===== src/rtl/npc_ctrl_fsm.sv =====
// Multi-cycle NPC control sequencer: fetch over IFU valid/ready, optional LSU access,
// then exactly one write-back commit (rf_wen/wb_sel/csr_wen/pc_wen) per instruction.
module npc_ctrl_fsm #(
    parameter int unsigned TIMEOUT_CYC = 255,
    parameter int unsigned XLEN        = 32
) (
    input  logic            clk,
    input  logic            rst_n,
    output logic            ifu_req_valid,
    input  logic            ifu_req_ready,
    input  logic            ifu_rsp_valid,
    output logic            ifu_rsp_ready,
    input  logic [XLEN-1:0] ifu_rdata,
    output logic [XLEN-1:0] inst,
    output logic            lsu_req_valid,
    input  logic            lsu_req_ready,
    output logic            lsu_we,
    input  logic            lsu_rsp_valid,
    output logic            rf_wen,
    output logic [2:0]      wb_sel,
    output logic            csr_wen,
    output logic            pc_wen,
    output logic            err
);

    localparam int unsigned CW = $clog2(TIMEOUT_CYC + 1);

    localparam logic [6:0] OP_LOAD   = 7'b0000011;
    localparam logic [6:0] OP_STORE  = 7'b0100011;
    localparam logic [6:0] OP_AUIPC  = 7'b0010111;
    localparam logic [6:0] OP_OPIMM  = 7'b0010011;
    localparam logic [6:0] OP_OP     = 7'b0110011;
    localparam logic [6:0] OP_LUI    = 7'b0110111;
    localparam logic [6:0] OP_JAL    = 7'b1101111;
    localparam logic [6:0] OP_JALR   = 7'b1100111;
    localparam logic [6:0] OP_BRANCH = 7'b1100011;
    localparam logic [6:0] OP_SYSTEM = 7'b1110011;

    localparam logic [2:0] WB_MEM  = 3'b000;
    localparam logic [2:0] WB_PC4  = 3'b001;
    localparam logic [2:0] WB_ALU  = 3'b010;
    localparam logic [2:0] WB_IMM  = 3'b011;
    localparam logic [2:0] WB_CSR  = 3'b100;
    localparam logic [2:0] WB_NONE = 3'b111;

    typedef enum logic [2:0] {
        S_FETCH,
        S_WAIT_INST,
        S_EXEC,
        S_MEM_REQ,
        S_MEM_WAIT,
        S_WB,
        S_ERROR
    } state_t;

    state_t          r_state;
    logic [CW-1:0]   r_cnt;
    logic [XLEN-1:0] r_inst;
    logic            r_ifu_req_valid;
    logic            r_ifu_rsp_ready;
    logic            r_lsu_req_valid;
    logic            r_lsu_we;
    logic            r_rf_wen;
    logic [2:0]      r_wb_sel;
    logic            r_csr_wen;
    logic            r_pc_wen;
    logic            r_err;

    state_t          w_next;
    logic            w_wait;
    logic            w_hs;
    logic            w_timeout;
    logic [CW-1:0]   w_cnt_inc;
    logic [6:0]      w_op;
    logic            w_rf_wen;
    logic [2:0]      w_wb_sel;
    logic            w_csr_wen;
    logic            w_is_wb;

    // Next-state decode; a handshake in the timeout cycle takes priority over the timeout.
    always_comb begin
        w_next    = r_state;
        w_wait    = 1'b0;
        w_hs      = 1'b0;
        w_op      = r_inst[6:0];
        w_cnt_inc = r_cnt + CW'(1);
        case (r_state)
            S_FETCH: begin
                // The cycle right after reset has no request raised yet, so it neither waits nor handshakes.
                w_wait = r_ifu_req_valid;
                w_hs   = r_ifu_req_valid && ifu_req_ready;
                if (w_hs) w_next = S_WAIT_INST;
            end
            S_WAIT_INST: begin
                w_wait = 1'b1;
                w_hs   = ifu_rsp_valid;
                if (w_hs) w_next = S_EXEC;
            end
            S_EXEC: begin
                case (w_op)
                    OP_LOAD, OP_STORE: w_next = S_MEM_REQ;
                    OP_AUIPC, OP_OPIMM, OP_OP, OP_LUI,
                    OP_JAL, OP_JALR, OP_BRANCH, OP_SYSTEM: w_next = S_WB;
                    default: w_next = S_ERROR;
                endcase
            end
            S_MEM_REQ: begin
                w_wait = 1'b1;
                w_hs   = lsu_req_ready;
                if (w_hs) w_next = S_MEM_WAIT;
            end
            S_MEM_WAIT: begin
                w_wait = 1'b1;
                w_hs   = lsu_rsp_valid;
                if (w_hs) w_next = S_WB;
            end
            S_WB:    w_next = S_FETCH;
            S_ERROR: w_next = S_ERROR;
            default: w_next = S_ERROR;
        endcase
        w_timeout = w_wait && !w_hs && (w_cnt_inc == CW'(TIMEOUT_CYC));
        if (w_timeout) w_next = S_ERROR;
    end

    // Write-back source selection from the latched opcode.
    always_comb begin
        w_rf_wen  = 1'b0;
        w_wb_sel  = WB_NONE;
        w_csr_wen = 1'b0;
        case (w_op)
            OP_AUIPC, OP_OPIMM, OP_OP: begin w_rf_wen = 1'b1; w_wb_sel = WB_ALU; end
            OP_LUI:                    begin w_rf_wen = 1'b1; w_wb_sel = WB_IMM; end
            OP_JAL, OP_JALR:           begin w_rf_wen = 1'b1; w_wb_sel = WB_PC4; end
            OP_LOAD:                   begin w_rf_wen = 1'b1; w_wb_sel = WB_MEM; end
            OP_SYSTEM: begin
                w_rf_wen  = 1'b1;
                w_wb_sel  = WB_CSR;
                w_csr_wen = 1'b1;
            end
            default: ;
        endcase
        w_is_wb = (w_next == S_WB);
    end

    // State, counter and outputs all registered from the next state.
    always_ff @(posedge clk or negedge rst_n) begin
        if (!rst_n) begin
            r_state         <= S_FETCH;
            r_cnt           <= '0;
            r_inst          <= '0;
            r_ifu_req_valid <= 1'b0;
            r_ifu_rsp_ready <= 1'b0;
            r_lsu_req_valid <= 1'b0;
            r_lsu_we        <= 1'b0;
            r_rf_wen        <= 1'b0;
            r_wb_sel        <= WB_NONE;
            r_csr_wen       <= 1'b0;
            r_pc_wen        <= 1'b0;
            r_err           <= 1'b0;
        end else begin
            r_state <= w_next;
            if (w_next != r_state) r_cnt <= '0;
            else if (w_wait)       r_cnt <= w_cnt_inc;
            if (r_state == S_WAIT_INST && ifu_rsp_valid) begin
                r_inst   <= ifu_rdata;
                r_lsu_we <= (ifu_rdata[6:0] == OP_STORE);
            end
            r_ifu_req_valid <= (w_next == S_FETCH);
            r_ifu_rsp_ready <= (w_next == S_WAIT_INST);
            r_lsu_req_valid <= (w_next == S_MEM_REQ);
            r_rf_wen        <= w_is_wb && w_rf_wen;
            r_wb_sel        <= w_is_wb ? w_wb_sel : WB_NONE;
            r_csr_wen       <= w_is_wb && w_csr_wen;
            r_pc_wen        <= w_is_wb;
            r_err           <= r_err || (w_next == S_ERROR);
        end
    end

    assign ifu_req_valid = r_ifu_req_valid;
    assign ifu_rsp_ready = r_ifu_rsp_ready;
    assign inst          = r_inst;
    assign lsu_req_valid = r_lsu_req_valid;
    assign lsu_we        = r_lsu_we;
    assign rf_wen        = r_rf_wen;
    assign wb_sel        = r_wb_sel;
    assign csr_wen       = r_csr_wen;
    assign pc_wen        = r_pc_wen;
    assign err           = r_err;

endmodule


===== config.mk =====
export PLATFORM = sky130hd
export DESIGN_NAME = npc_ctrl_fsm
export DESIGN_NICKNAME = d
export VERILOG_FILES = /design/src/rtl/npc_ctrl_fsm.sv
export SDC_FILE = /design/constraint.sdc
export NUM_CORES = 1
export LEC_CHECK = 0
export ABC_CLOCK_PERIOD_IN_PS = 4400
export BUFFER_PORTS_ARGS = -buffer_cell sky130_fd_sc_hd__buf_2
export CELL_PAD_IN_SITES_DETAIL_PLACEMENT = 0
export CELL_PAD_IN_SITES_GLOBAL_PLACEMENT = 1
export CORE_MARGIN = 2
export CORE_UTILIZATION = 40
export DETAILED_ROUTE_END_ITERATION = 8
export GPL_TIMING_DRIVEN = 0
export PLACE_DENSITY_LB_ADDON = 0.08
export SETUP_SLACK_MARGIN = 0.4
export SLEW_MARGIN = 10
export SYNTH_ARGS = -nofsm -noshare
export SYNTH_HDL_FRONTEND = slang
export SYNTH_SLANG_ARGS = --single-unit

===== constraint.sdc =====
create_clock -name clk -period 4.4 [get_ports clk]
set_input_delay 0.88 -clock clk [delete_from_list [all_inputs] [get_ports clk]]
set_output_delay 0.88 -clock clk [all_outputs]
set_load 0.01 [all_outputs]

---- After elaboration in Yosys (flattened, before gate mapping) ----
Cells that the tools add are included.
word-level totals
  register bits after elaboration ......... 54
cells by class
  eq/ne operators ......................... 22
  add/subtract/negate cells ............... 1
  multiplexer cells ....................... 15
  reductions and logical operators ........ 17
operators with widths
  cell                                                              number
  7-bit by 6-bit == test with 1-bit output (second input constant)  4
  7-bit == test (second input constant)                             4
  3-bit two-way mux                                                 6
  3-bit one-hot mux with 6 select lines                             1
  8-bit two-way mux                                                 2
  8-bit OR reduction                                                2
  3-bit one-hot mux with 5 select lines                             1
  7-bit by 5-bit == test with 1-bit output (second input constant)  2
  3-bit == test (second input constant)                             4
  3-bit by 2-bit == test with 1-bit output (second input constant)  3
  8-bit by 1-bit adder with 8-bit output (second input constant)    1
  8-bit == test (second input constant)                             1
  7-bit by 2-bit == test with 1-bit output (second input constant)  1
  3-bit by 1-bit == test with 1-bit output (second input constant)  2
  1-bit logical AND                                                 6
  3-bit logical NOT                                                 2
  3-bit one-hot mux with 2 select lines                             1
  3-bit OR reduction                                                2
  1-bit one-hot mux with 4 select lines                             1
  2-bit OR reduction                                                2
  3-bit inequality test                                             1
  1-bit two-way mux                                                 2
  1-bit one-hot mux with 2 select lines                             1
  2-bit nonzero test                                                1
  2 further kinds                                                   2

---- Longest topological paths before layout ----
Gate-level depths: netlist of the first run.
  word-level depth ........................ 8
  depth in mapped cells ................... 7
  depth with buffers taken out ............ 7

---- Worst setup path after synthesis of the first run ----
No wires, ideal clock.
  path kind ............................... input to register
  start ................................... input lsu_req_ready
  end ..................................... register r_cnt[0]
  library setup time ...................... 0.137 ns
  stages .................................. 6
  path buffers ............................ 0
  data required time ...................... 4.263 ns
  arrival time ............................ 2.125 ns
  path slack .............................. 2.138 ns
  path through ............................ mux2i_1 > o2111ai_1 > nor4b_4 > a31oi_1 > a31oi_2 > nor3_1
between the ends
  cells in the longest elaborated chain, start to end .. 7
  elaborated cells between the ends (all ways) .. 10
RTL lines
  item                                                     line  source
  start, declared                                          16    input logic lsu_req_ready,
  1-bit one-hot mux with 4 select lines                    87    case (r_state)
  1-bit logical NOT                                        121   w_timeout = w_wait && !w_hs && (w_cnt_inc == CW'(TIMEOUT_CYC));
  1-bit logical AND (2 in series)                          121
  3-bit two-way mux (*)                                    122   if (w_timeout) w_next = S_ERROR;
  3-bit inequality test (*)                                162   if (w_next != r_state) r_cnt <= '0;
  8-bit two-way mux or 2-bit nonzero test (tied branches)  n/a
  end signal, assigned                                     163   else if (w_wait) r_cnt <= w_cnt_inc;
  end, declared                                            57    logic [CW-1:0] r_cnt;
Every way passes the cells marked *; elsewhere a longest branch is shown, timed or not.
A chain may end at the register's enable or synchronous reset.

---- Worst setup path in the final report of the first run ----
  start ................................... input lsu_req_ready
  end ..................................... register r_cnt[3]
The elaborated chain is that of the path after synthesis.

==> Implementation_results.wiki, run 1 <==
{| class="wikitable"
! Metric !! Value
|-
| Weighted congestion reported at the end of routability-driven placement || 0.8432
|-
| Via count of the first global-routing pass || 2099
|-
| Worst-case reg-to-reg path depth || 7
|-
| Final-stage net count || 400
|-
| Rows || 29
|-
| Chip Width || 83.69 um
|-
| Remaining global-route overflow || 0
|-
| Worst Max-Slew Pin Slew || 0.7949 ns
|-
| Endpoints failing hold || 0
|-
| Fraction of registers with async set/reset || 1.000
|-
| Post-synthesis sequential area ratio || 0.5335
|-
| Fraction of layout cells with a size suffix above 1 || 0.2909
|-
| Type of the most critical hold path || reg2reg
|-
| Hold Buf Count CTS || 0
|-
| Worst hold start || inst[29]
|-
| Buffers added on ports || 80
|-
| # resized after CTS || 0
|-
| Total Neg Setup Slack || 0 ns
|-
| Cells after Synth || 273
|-
| Highest achievable clock rate || 417.5 MHz
|-
| IO Pins || 81
|-
| Number of pins with negative max-slew slack in the final report || 0
|-
| Largest area contributor in the netlist || sky130_fd_sc_hd__dfrtp_1
|-
| Clock edge transition at the registers on the reported setup and hold paths || 0.10 ns
|-
| Outcome || complete, no violations
|-
| CTS H-tree depth || 2
|-
| Post-route standard cell area excluding fillers || 3134 um2
|-
| Required time reported for the critical path endpoint || 4.56 ns
|-
| Largest fanout of any net on the critical path || 8
|-
| Setup repair after global routing missed its margin || no
|-
| Mapped Area || 2540 um2
|-
| Total wire length || 5836 um
|-
| Nets in the synthesized netlist || 313
|-
| Crit end category || register
|-
| CP startpoint kind || primary input
|-
| Areal power density over the cells || 590.1 nW/um2
|-
| Clk sinks || 54
|-
| First-pass GRT wire length || 9956 um
|-
| Number of buffers created by CTS || 5
|-
| Worst hold margin || 0.4755 ns
|-
| Crit share post-route || 0.5444
|-
| Syn_area_per_cell || 9.304 um2
|-
| Area overhead of the layout relative to synthesis || 23.40%
|-
| Antenna cell count || 0
|-
| Number of different library cells in the post-synthesis netlist || 48
|-
| Primary flip-flop cell chosen by synthesis mapping || sky130_fd_sc_hd__dfrtp_1
|-
| Yosys warning count || 0
|-
| Area share of the largest cell type after synthesis || 0.5025
|-
| Worst hold path cell count || 2
|-
| DPL Wire Length || 4168 um
|-
| Number of vias in the routed layout || 2144
|-
| Post-route DRC violation count || 0
|-
| Fillers || 635
|-
| Area of the core || 6241 um2
|-
| Violation count after the first detailed-route iteration || 107
|-
| Number of maximum-capacitance violations || 0
|-
| Largest net degree at the start of global routing || 55
|-
| Synth Register Bits || 54
|-
| Setup violation total in the final timing report || 0
|-
| Beginning of the critical path || lsu_req_ready
|-
| Clock tree from TritonCTS || built
|-
| Max rail drop VDD || 271.3 uV
|-
| Detail-routed via count per cell || 4.895
|-
| Post-DR wirelength/cell || 13.32 um
|-
| Period minus WS final || 2.395 ns
|-
| Die boundary height || 83.69 um
|-
| Class of the most critical setup path || in2reg
|-
| Max Buffers Root-to-Sink || 2
|-
| Post-placement cell area || 3037 um2
|-
| Clock latency of the later-clocked register in the worst-skew pair || 0.30 ns
|-
| Total track usage || 0.1748
|-
| Count of flip-flops with a built-in enable after synthesis || 0
|-
| Starting Density || 0.4070
|-
| Clock Tree Root || sky130_fd_sc_hd__clkbuf_8
|-
| Leading post-synthesis cells by cell area || sky130_fd_sc_hd__dfrtp_1 50%, sky130_fd_sc_hd__nand2_1 17%, sky130_fd_sc_hd__dfstp_2 3.1%, sky130_fd_sc_hd__xor2_1 2.8%, sky130_fd_sc_hd__nor3_1 2.0%
|-
| Worst slew margin relative to its limit || 0.4690
|-
| Post-CTS Repair Setup Buffers || 0
|-
| Antenna viol nets, final || 0
|-
| Data arrival time of the worst path || 2.56 ns
|-
| Critical R2R Launch || r_cnt[0]
|-
| Die ar. || 7003 um2
|-
| Initial antenna violation count || 0
|-
| Cell leakage power || 1.636 nW
|-
| Final worst clock skew || 0.006018 ns
|-
| First-pass iteration count of the detailed router || 4
|}
[worst paths after layout]
check / endpoint / slack [ns]
max: r_cnt[3] / 2.00
max in group asynchronous: inst[2] / 3.33
min: inst[29] / 0.48
min reg2reg: inst[29] / 0.48
max reg2reg: r_cnt[3] / 2.02
min in group asynchronous: ifu_req_valid / 0.60
[logic make-up (layout without fill, tap and decap cells)]
logic type / Yosys count / in the layout / synth area share
simple gates: 161 / 161 / 0.2931
flops: 54 / 54 / 0.5335
compound gates: 30 / 30 / 0.09705
buf+inv: 14 / 102 / 0.02413
xor+xnor: 10 / 10 / 0.03449
fa+ha+maj: 2 / 2 / 0.009851
mux: 2 / 2 / 0.007882
[state kept, by name, summed over array words and instances, names as in the netlist]
| name | flops |
|---|---|
| r_state | 3 |
| r_cnt | 8 |
| csr_wen | 1 |
| pc_wen | 1 |
| wb_sel | 3 |
| lsu_req_valid | 1 |
| ifu_rsp_ready | 1 |
| rf_wen | 1 |
| err | 1 |
| lsu_we | 1 |
| ifu_req_valid | 1 |
| inst | 32 |
[Yosys cell counts (3+ instances only)]
library cell / number
sky130_fd_sc_hd__a31oi_1: 6
sky130_fd_sc_hd__and2_1: 4
sky130_fd_sc_hd__and3_1: 3
sky130_fd_sc_hd__clkbuf_1: 6
sky130_fd_sc_hd__dfrtp_1: 51
sky130_fd_sc_hd__dfstp_2: 3
sky130_fd_sc_hd__inv_1: 4
sky130_fd_sc_hd__nand2_1: 112
sky130_fd_sc_hd__nand2b_1: 3
sky130_fd_sc_hd__nand3_1: 3
sky130_fd_sc_hd__nor2_1: 6
sky130_fd_sc_hd__nor2b_1: 4
sky130_fd_sc_hd__nor3_1: 10
sky130_fd_sc_hd__o21ai_0: 7
sky130_fd_sc_hd__xor2_1: 8
[per-stage QoR]
step                total power [mW]    util  setup slack [ns]  cells
floorplan                      1.274       -             2.138    273
global placement               1.566  0.4866             1.686    430
detailed placement             1.577  0.4866             1.667    430
CTS                            1.876  0.5018             1.996    438
global route                   2.012  0.5022             1.812    438
finish                         1.850  0.5022             2.005    438
[cell usage in the layout (no fill, tap or decap), types with 3 or more instances in the layout]
master and n:
sky130_fd_sc_hd__a31oi_1 6, sky130_fd_sc_hd__and2_1 4, sky130_fd_sc_hd__and3_1 3, sky130_fd_sc_hd__buf_2 80
sky130_fd_sc_hd__buf_4 3, sky130_fd_sc_hd__clkbuf_1 6, sky130_fd_sc_hd__clkbuf_8 6, sky130_fd_sc_hd__dfrtp_1 51
sky130_fd_sc_hd__dfstp_2 3, sky130_fd_sc_hd__inv_1 4, sky130_fd_sc_hd__nand2_1 112, sky130_fd_sc_hd__nand2b_1 3
sky130_fd_sc_hd__nand3_1 3, sky130_fd_sc_hd__nor2_1 6, sky130_fd_sc_hd__nor2b_1 4, sky130_fd_sc_hd__nor3_1 10
sky130_fd_sc_hd__o21ai_0 7, sky130_fd_sc_hd__xor2_1 8
[report_power, final]
| part | internal [mW] | switching (mW) | leakage [nW] |
|---|---|---|---|
| Clock | 0.127 | 0.162 | 0.0472 |
| Combinational | 0.314 | 0.461 | 0.905 |
| Sequential | 0.665 | 0.121 | 0.683 |
[area by class of cell]
cell class | instances | area [um2] | area share
buffer | 9 | 42.54 | 0.01357
clock buffer | 6 | 82.58 | 0.02635
clock inverter | 2 | 12.51 | 0.003992
inverter | 5 | 18.77 | 0.005988
multi-input combinational | 205 | 1124 | 0.3585
sequential | 54 | 1355 | 0.4323
tap | 77 | 96.34 | 0.03074
timing repair buffer | 80 | 402.9 | 0.1285
[per-layer routing]
| layer | up-vias | part of all wire | track usage |
|---|---|---|---|
| met2 | 47 | 0.46 | 0.2705 |
| met1 | 1009 | 0.47 | 0.2396 |
| met3 | 4 | 0.055 | 0.05143 |
| li1 | 1084 | - | - |
| met4 | 0 | 0.0087 | 0.04985 |
| met5 | - | 0 | 0 |
[critical path, stage by stage]
cell and delay, ns:
sky130_fd_sc_hd__buf_2 0.11, sky130_fd_sc_hd__mux2i_1 0.22, sky130_fd_sc_hd__o2111ai_1 0.19, sky130_fd_sc_hd__nor4b_4 0.42, sky130_fd_sc_hd__a31oi_1 0.16, sky130_fd_sc_hd__a31oi_2 0.45, sky130_fd_sc_hd__nor3_1 0.13
Power figures use the tool's default switching activity.
==> inputs of run 2 (changes only) <==
- ABC_AREA: unset -> 1
- ABC_CLOCK_PERIOD_IN_PS: 4400 -> 2250
- CORE_UTILIZATION: 40 -> 36
- clock period: 4.4 -> 2.25 ns (I/O delays scaled with it)
==> Implementation_results.wiki, run 2 <==
{| class="wikitable"
! Metric !! Value
|-
| Outcome || complete, no violations
|-
| Primary flip-flop cell chosen by synthesis mapping || sky130_fd_sc_hd__dfrtp_1
|-
| Nets in the synthesized netlist || 365
|-
| Most frequent CP cell || sky130_fd_sc_hd__nand2_2
|-
| Syn_area_per_cell || 7.973 um2
|-
| Fraction of layout cells with a size suffix above 1 || 0.4051
|-
| Total Neg Setup Slack || 0 ns
|-
| Crit end category || register
|-
| Final WS setup || 0.3923 ns
|-
| Area overhead of the layout relative to synthesis || 35.78%
|-
| Crit share post-route || 0.8256
|-
| Number of vias in the routed layout || 2366
|-
| First-pass iteration count of the detailed router || 4
|-
| Clock Tree Root || sky130_fd_sc_hd__clkbuf_8
|-
| Total wire length || 6143 um
|-
| Top cells by instance count after synthesis || 133 x sky130_fd_sc_hd__nand2_1, 51 x sky130_fd_sc_hd__dfrtp_1, 26 x sky130_fd_sc_hd__inv_1
|-
| Overall power || 4.424 mW
|-
| CP startpoint kind || register
|-
| Met2 routed WL || 2946 um
|-
| Number of buffers created by CTS || 5
|-
| Period minus WS final || 1.858 ns
|-
| Post-route DRC violation count || 0
|-
| Storage element area || 1363 um2
|-
| Endpoints failing hold || 0
|-
| Rows || 30
|-
| Multi-input gate area in the final layout || 1209 um2
|-
| Fillers || 720
|-
| DPL Wire Length || 4322 um
|-
| Highest achievable clock rate || 538.3 MHz
|-
| Post-synthesis sequential area ratio || 0.5229
|-
| CTS H-tree depth || 2
|-
| Weighted congestion reported at the end of routability-driven placement || 0.7852
|-
| Critical Path Slowest Stage Cell || sky130_fd_sc_hd__dfrtp_2
|-
| Initial antenna violation count || 0
|-
| Largest area contributor in the netlist || sky130_fd_sc_hd__dfrtp_1
|-
| Dominant cell by count in the synthesized netlist || sky130_fd_sc_hd__nand2_1
|-
| Most frequent standard cell in the layout excluding fill and tap cells || sky130_fd_sc_hd__nand2_1
|-
| Biggest cell delay along the critical path || 0.45 ns
|-
| Antenna cell count || 0
|-
| Max FFs per register || 32
|-
| Total track usage || 0.1689
|-
| Post-DR wirelength/cell || 11.63 um
|-
| Largest fanout of any net on the critical path || 8
|-
| Cell leakage power || 1.851 nW
|-
| First-pass GRT wire length || 10460 um
|-
| Violation count after the first detailed-route iteration || 55
|-
| Area share of the largest cell type after synthesis || 0.4925
|-
| Remaining global-route overflow || 0
|-
| Largest net degree at the start of global routing || 55
|-
| Area of the core || 6869 um2
|-
| DR top layer || met4
|-
| Clock latency of the later-clocked register in the worst-skew pair || 0.31 ns
|-
| Via count of the first global-routing pass || 2285
|-
| Class of the most critical setup path || reg2reg
|-
| Setup Slack @ Placement || 0.1966 ns
|-
| Met1 layer wirelength in the final routing || 2827 um
|-
| Critical path cell sequence || ha_4 > nand2_2 > nand3_2 > nor2_4 > nand2_2 > nor2_4 > nand3_4 > nand2_4 > nand2_2 > nand2_2 > nand3_4 > nor2_2
|-
| Worst hold margin || 0.1908 ns
|-
| Leading post-synthesis cells by cell area || sky130_fd_sc_hd__dfrtp_1 49%, sky130_fd_sc_hd__nand2_1 19%, sky130_fd_sc_hd__inv_1 3.8%, sky130_fd_sc_hd__dfstp_2 3.0%, sky130_fd_sc_hd__nor2_1 2.8%
|-
| Clock tree from TritonCTS || built
|-
| Final worst clock skew || 0.01637 ns
|-
| Setup repair after global routing missed its margin || yes
|-
| Max rail drop VDD || 492.2 uV
|-
| IO Pins || 81
|-
| Areal power density over the cells || 1257 nW/um2
|-
| Buffers added on ports || 80
|-
| Chip Width || 88.84 um
|-
| Clk sinks || 54
|-
| Synth Register Bits || 54
|-
| Count of flip-flops with a built-in enable after synthesis || 0
|-
| Setup violation total in the final timing report || 0
|-
| Worst slew margin relative to its limit || 0.5298
|-
| Antenna viol nets, final || 0
|-
| Max Buffers Root-to-Sink || 2
|-
| Detail-routed via count per cell || 4.481
|-
| Total met3 wirelength after detailed routing || 339 um
|-
| Top library cells by usage in the layout, fill and taps aside || 123 x sky130_fd_sc_hd__nand2_1, 79 x sky130_fd_sc_hd__buf_2, 45 x sky130_fd_sc_hd__dfrtp_1
|-
| Final-stage net count || 471
|-
| Die boundary height || 88.84 um
|-
| Fraction of registers with async set/reset || 1.000
|-
| Yosys warning count || 0
|-
| Final core area utilization || 0.5122
|-
| Cells after Synth || 325
|-
| Mapped Area || 2591 um2
|-
| Type of the most critical hold path || in2async
|-
| Number of maximum-capacitance violations || 0
|-
| Hold Buf Count CTS || 0
|-
| Number of different library cells in the post-synthesis netlist || 28
|-
| Die ar. || 7893 um2
|-
| Worst Max-Slew Pin Slew || 0.7053 ns
|-
| Data arrival time of the worst path || 2.09 ns
|-
| Starting Density || 0.3772
|-
| Required time reported for the critical path endpoint || 2.49 ns
|-
| Number of pins with negative max-slew slack in the final report || 0
|-
| Clock edge transition at the registers on the reported setup and hold paths || 0.11 ns
|}
## run 2: critical path, delay by kind of cell (launching register included)
kind / cells / cell delay [ns]
DFF: 1 / 0.45
adders and majority gates: 1 / 0.19
and+or+nand+nor: 11 / 1.12
## run 2: final timing paths
check	slack (ns)	cells after the start	startpoint	endpoint
hold / removal	0.19	1	rst_n	r_cnt[2]
min in group clk	0.34	3	ifu_rdata[19]	inst[19]
hold reg to reg	0.47	2	inst[16]	inst[16]
max in group asynchronous	1.56	1	rst_n	r_state[2]
setup / recovery	0.39	12	r_cnt[0]	r_cnt[7]
setup reg to reg	0.39	12	r_cnt[0]	r_cnt[7]
## run 2: per-stage QoR
step                std cells  cell area, um2
global placement          501            3112
CTS                       527            3417
detailed placement        501            3112
finish                    528            3518
global route              528            3518
floorplan                 325            2591
## run 2: metal layers
| metal | up-vias | global-route usage |
|---|---|---|
| met2 | 46 | 0.2782 |
| li1 | 1222 | - |
| met3 | 2 | 0.04944 |
| met4 | 0 | 0.03719 |
| met1 | 1096 | 0.2214 |
| met5 | - | 0 |
## run 2: logic make-up (layout without fill, tap and decap cells)
family,after synthesis,after routing,share of synthesized area
flip-flops,54,54,0.5229
AO/OA/AOI/OAI,20,20,0.04491
buffers and inverters,41,148,0.06035
AND/OR/NAND/NOR,207,207,0.3588
XOR/XNOR,1,1,0.003381
adder cells (fa/ha/maj),2,2,0.009656
## run 2: cell type report
| cell class | instances | area share |
|---|---|---|
| multi-input combinational | 230 | 0.3435 |
| buffer | 8 | 0.01067 |
| inverter | 33 | 0.03770 |
| timing repair buffer | 99 | 0.1597 |
| clock buffer | 6 | 0.02347 |
| tap | 96 | 0.03414 |
| sequential | 54 | 0.3873 |
| clock inverter | 2 | 0.003556 |
## run 2: repair_timing
item / CTS / global route
endpoints found under the setup margin: 14 / 14
resized for setup: 19 / 31
endpoints found under the hold margin: 0 / 0
cloned: 0 / 0
pin swaps: 10 / 16
buffers inserted: 18 / 1
## run 2: power by group
group          total, mW  internal [mW]  switching [mW]
sequential          1.69           1.37           0.318
combinational       2.17          0.879            1.29
clock              0.572          0.248           0.324
total               4.42           2.50            1.93
==> inputs of run 3 (changes only) <==
- ABC_CLOCK_PERIOD_IN_PS: 2250 -> 1800
- clock period: 2.25 -> 1.8 ns (I/O delays scaled with it)
==> Implementation_results.wiki, run 3 (synthesis gave the netlist of run 2 again) <==
{| class="wikitable"
! Metric !! Value
|-
| Outcome || finished with violations
|-
| Violated checks || setup timing
|-
| Type of the most critical hold path || in2async
|-
| Final worst clock skew || 0.007110 ns
|-
| Multi-input gate area in the final layout || 1341 um2
|-
| Clock Tree Root || sky130_fd_sc_hd__clkbuf_8
|-
| Clock tree from TritonCTS || built
|-
| Post-Place Cells || 501
|-
| Areal power density over the cells || 1492 nW/um2
|-
| Required time reported for the critical path endpoint || 2.04 ns
|-
| Final Instance Count excl. Fillers || 530
|-
| Area of the core || 6869 um2
|-
| Post-DR wirelength/cell || 11.98 um
|-
| Final WS setup || -0.05864 ns
|-
| Starting Density || 0.3772
|-
| Post-route DRC violation count || 0
|-
| Max FFs per register || 32
|-
| Worst Max-Slew Pin Slew || 0.6866 ns
|-
| Total Neg Setup Slack || -0.3843 ns
|-
| Most frequent standard cell in the layout excluding fill and tap cells || sky130_fd_sc_hd__nand2_1
|-
| Final-stage net count || 473
|-
| Highest achievable clock rate || 538.0 MHz
|-
| Via count of the first global-routing pass || 2267
|-
| Antenna viol nets, final || 0
|-
| Max rail drop VDD || 619.9 uV
|-
| Number of maximum-capacitance violations || 0
|-
| Antenna cell count || 0
|-
| Number of vias in the routed layout || 2398
|-
| Setup repair after global routing missed its margin || yes
|-
| First-pass iteration count of the detailed router || 4
|-
| Endpoints failing hold || 0
|-
| Clock edge transition at the registers on the reported setup and hold paths || 0.10 ns
|-
| DPL Wire Length || 4262 um
|-
| Die ar. || 7893 um2
|-
| Area overhead of the layout relative to synthesis || 45.97%
|-
| Chip Width || 88.84 um
|-
| Detail-routed via count per cell || 4.525
|-
| Worst hold margin || 0.07958 ns
|-
| Class of the most critical setup path || reg2reg
|-
| Remaining global-route overflow || 0
|-
| Weighted congestion reported at the end of routability-driven placement || 0.7774
|-
| Max Buffers Root-to-Sink || 2
|-
| Data arrival time of the worst path || 2.10 ns
|-
| CTS H-tree depth || 2
|-
| Hold Buf Count CTS || 0
|-
| Setup Slack @ Placement || -0.1617 ns
|-
| Period minus WS final || 1.859 ns
|-
| Cell leakage power || 2.021 nW
|-
| Worst slew margin relative to its limit || 0.5423
|-
| Setup violation total in the final timing report || 9
|-
| First-pass GRT wire length || 10300 um
|-
| Buffers added on ports || 80
|-
| Clock latency of the later-clocked register in the worst-skew pair || 0.30 ns
|-
| Worst-case reg-to-reg path depth || 12
|-
| Largest net degree at the start of global routing || 55
|-
| Final core area utilization || 0.5506
|-
| Crit end category || register
|-
| Top library cells by usage in the layout, fill and taps aside || 94 x sky130_fd_sc_hd__nand2_1, 79 x sky130_fd_sc_hd__buf_2, 44 x sky130_fd_sc_hd__dfrtp_1
|-
| Fraction of layout cells with a size suffix above 1 || 0.4885
|-
| Largest fanout of any net on the critical path || 8
|-
| Initial antenna violation count || 0
|-
| Fillers || 684
|-
| IO Pins || 81
|-
| Clk sinks || 54
|-
| Storage element area || 1364 um2
|-
| Number of pins with negative max-slew slack in the final report || 0
|-
| Total wire length || 6348 um
|-
| Total track usage || 0.1657
|-
| Die boundary height || 88.84 um
|-
| Violation count after the first detailed-route iteration || 91
|-
| Number of buffers created by CTS || 5
|-
| Rows || 30
|-
| CP startpoint kind || register
|-
| Crit share post-route || 1.033
|}
run 3: power by group:
group	internal, mW	total, mW	leakage (nW)	switching [mW]
clock	0.310	0.710	0.0472	0.400
sequential	1.71	2.14	0.677	0.422
combinational	1.17	2.80	1.30	1.62
total	3.20	5.64	2.02	2.45
run 3: through the flow:
stage / instance area, um2 / total power, mW
global placement: 3151 / 4.387
global route: 3782 / 6.120
detailed placement: 3151 / 4.421
CTS: 3478 / 5.434
floorplan: 2630 / 3.605
finish: 3782 / 5.642
run 3: per-layer routing:
| layer | share of wire | track usage | up-vias |
|---|---|---|---|
| met5 | 0 | 0 | - |
| met4 | 0.0052 | 0.04132 | 0 |
| met3 | 0.052 | 0.04571 | 2 |
| met2 | 0.49 | 0.2632 | 45 |
| met1 | 0.45 | 0.2250 | 1128 |
| li1 | - | - | 1223 |
run 3: worst max-delay path: stages (launching register included):
cell and delay [ns]:
sky130_fd_sc_hd__dfrtp_2 0.46, sky130_fd_sc_hd__inv_4 0.10, sky130_fd_sc_hd__buf_4 0.11, sky130_fd_sc_hd__nand3_1 0.09, sky130_fd_sc_hd__nor2_1 0.14, sky130_fd_sc_hd__nor2_1 0.07
sky130_fd_sc_hd__nand2_2 0.08, sky130_fd_sc_hd__nor2_4 0.05, sky130_fd_sc_hd__nand3_4 0.11, sky130_fd_sc_hd__nand2_4 0.09, sky130_fd_sc_hd__a21oi_2 0.18, sky130_fd_sc_hd__nand3_4 0.19
sky130_fd_sc_hd__nor2_2 0.13
run 3: cell type report:
cell class / instances / share of cell area
Buffer: 8 / 0.02713
Clock buffer: 6 / 0.02183
Clock inverter: 2 / 0.003308
Inverter: 33 / 0.03407
Multi-Input combinational cell: 230 / 0.3546
Sequential cell: 54 / 0.3606
Tap cell: 96 / 0.03176
Timing Repair Buffer: 101 / 0.1667
run 3: worst paths after layout:
kind,from,to,slack (ns)
worst max-delay path,r_state[2],r_cnt[7],-0.06
worst min-delay path,rst_n,inst[30],0.08
worst max register to register,r_state[2],r_cnt[7],-0.06
worst min register to register,err,err,0.47
max in group asynchronous,rst_n,r_cnt[0],1.21
min in group clk,ifu_rdata[31],inst[31],0.25
run 3: what timing repair did:
item | CTS | global route
pin swaps | 6 | 5
gates resized for setup | 40 | 70
hold endpoints to repair | 0 | 0
gates cloned | 1 | 2
setup buffers | 14 | 4
endpoints found under the setup margin | 53 | 53
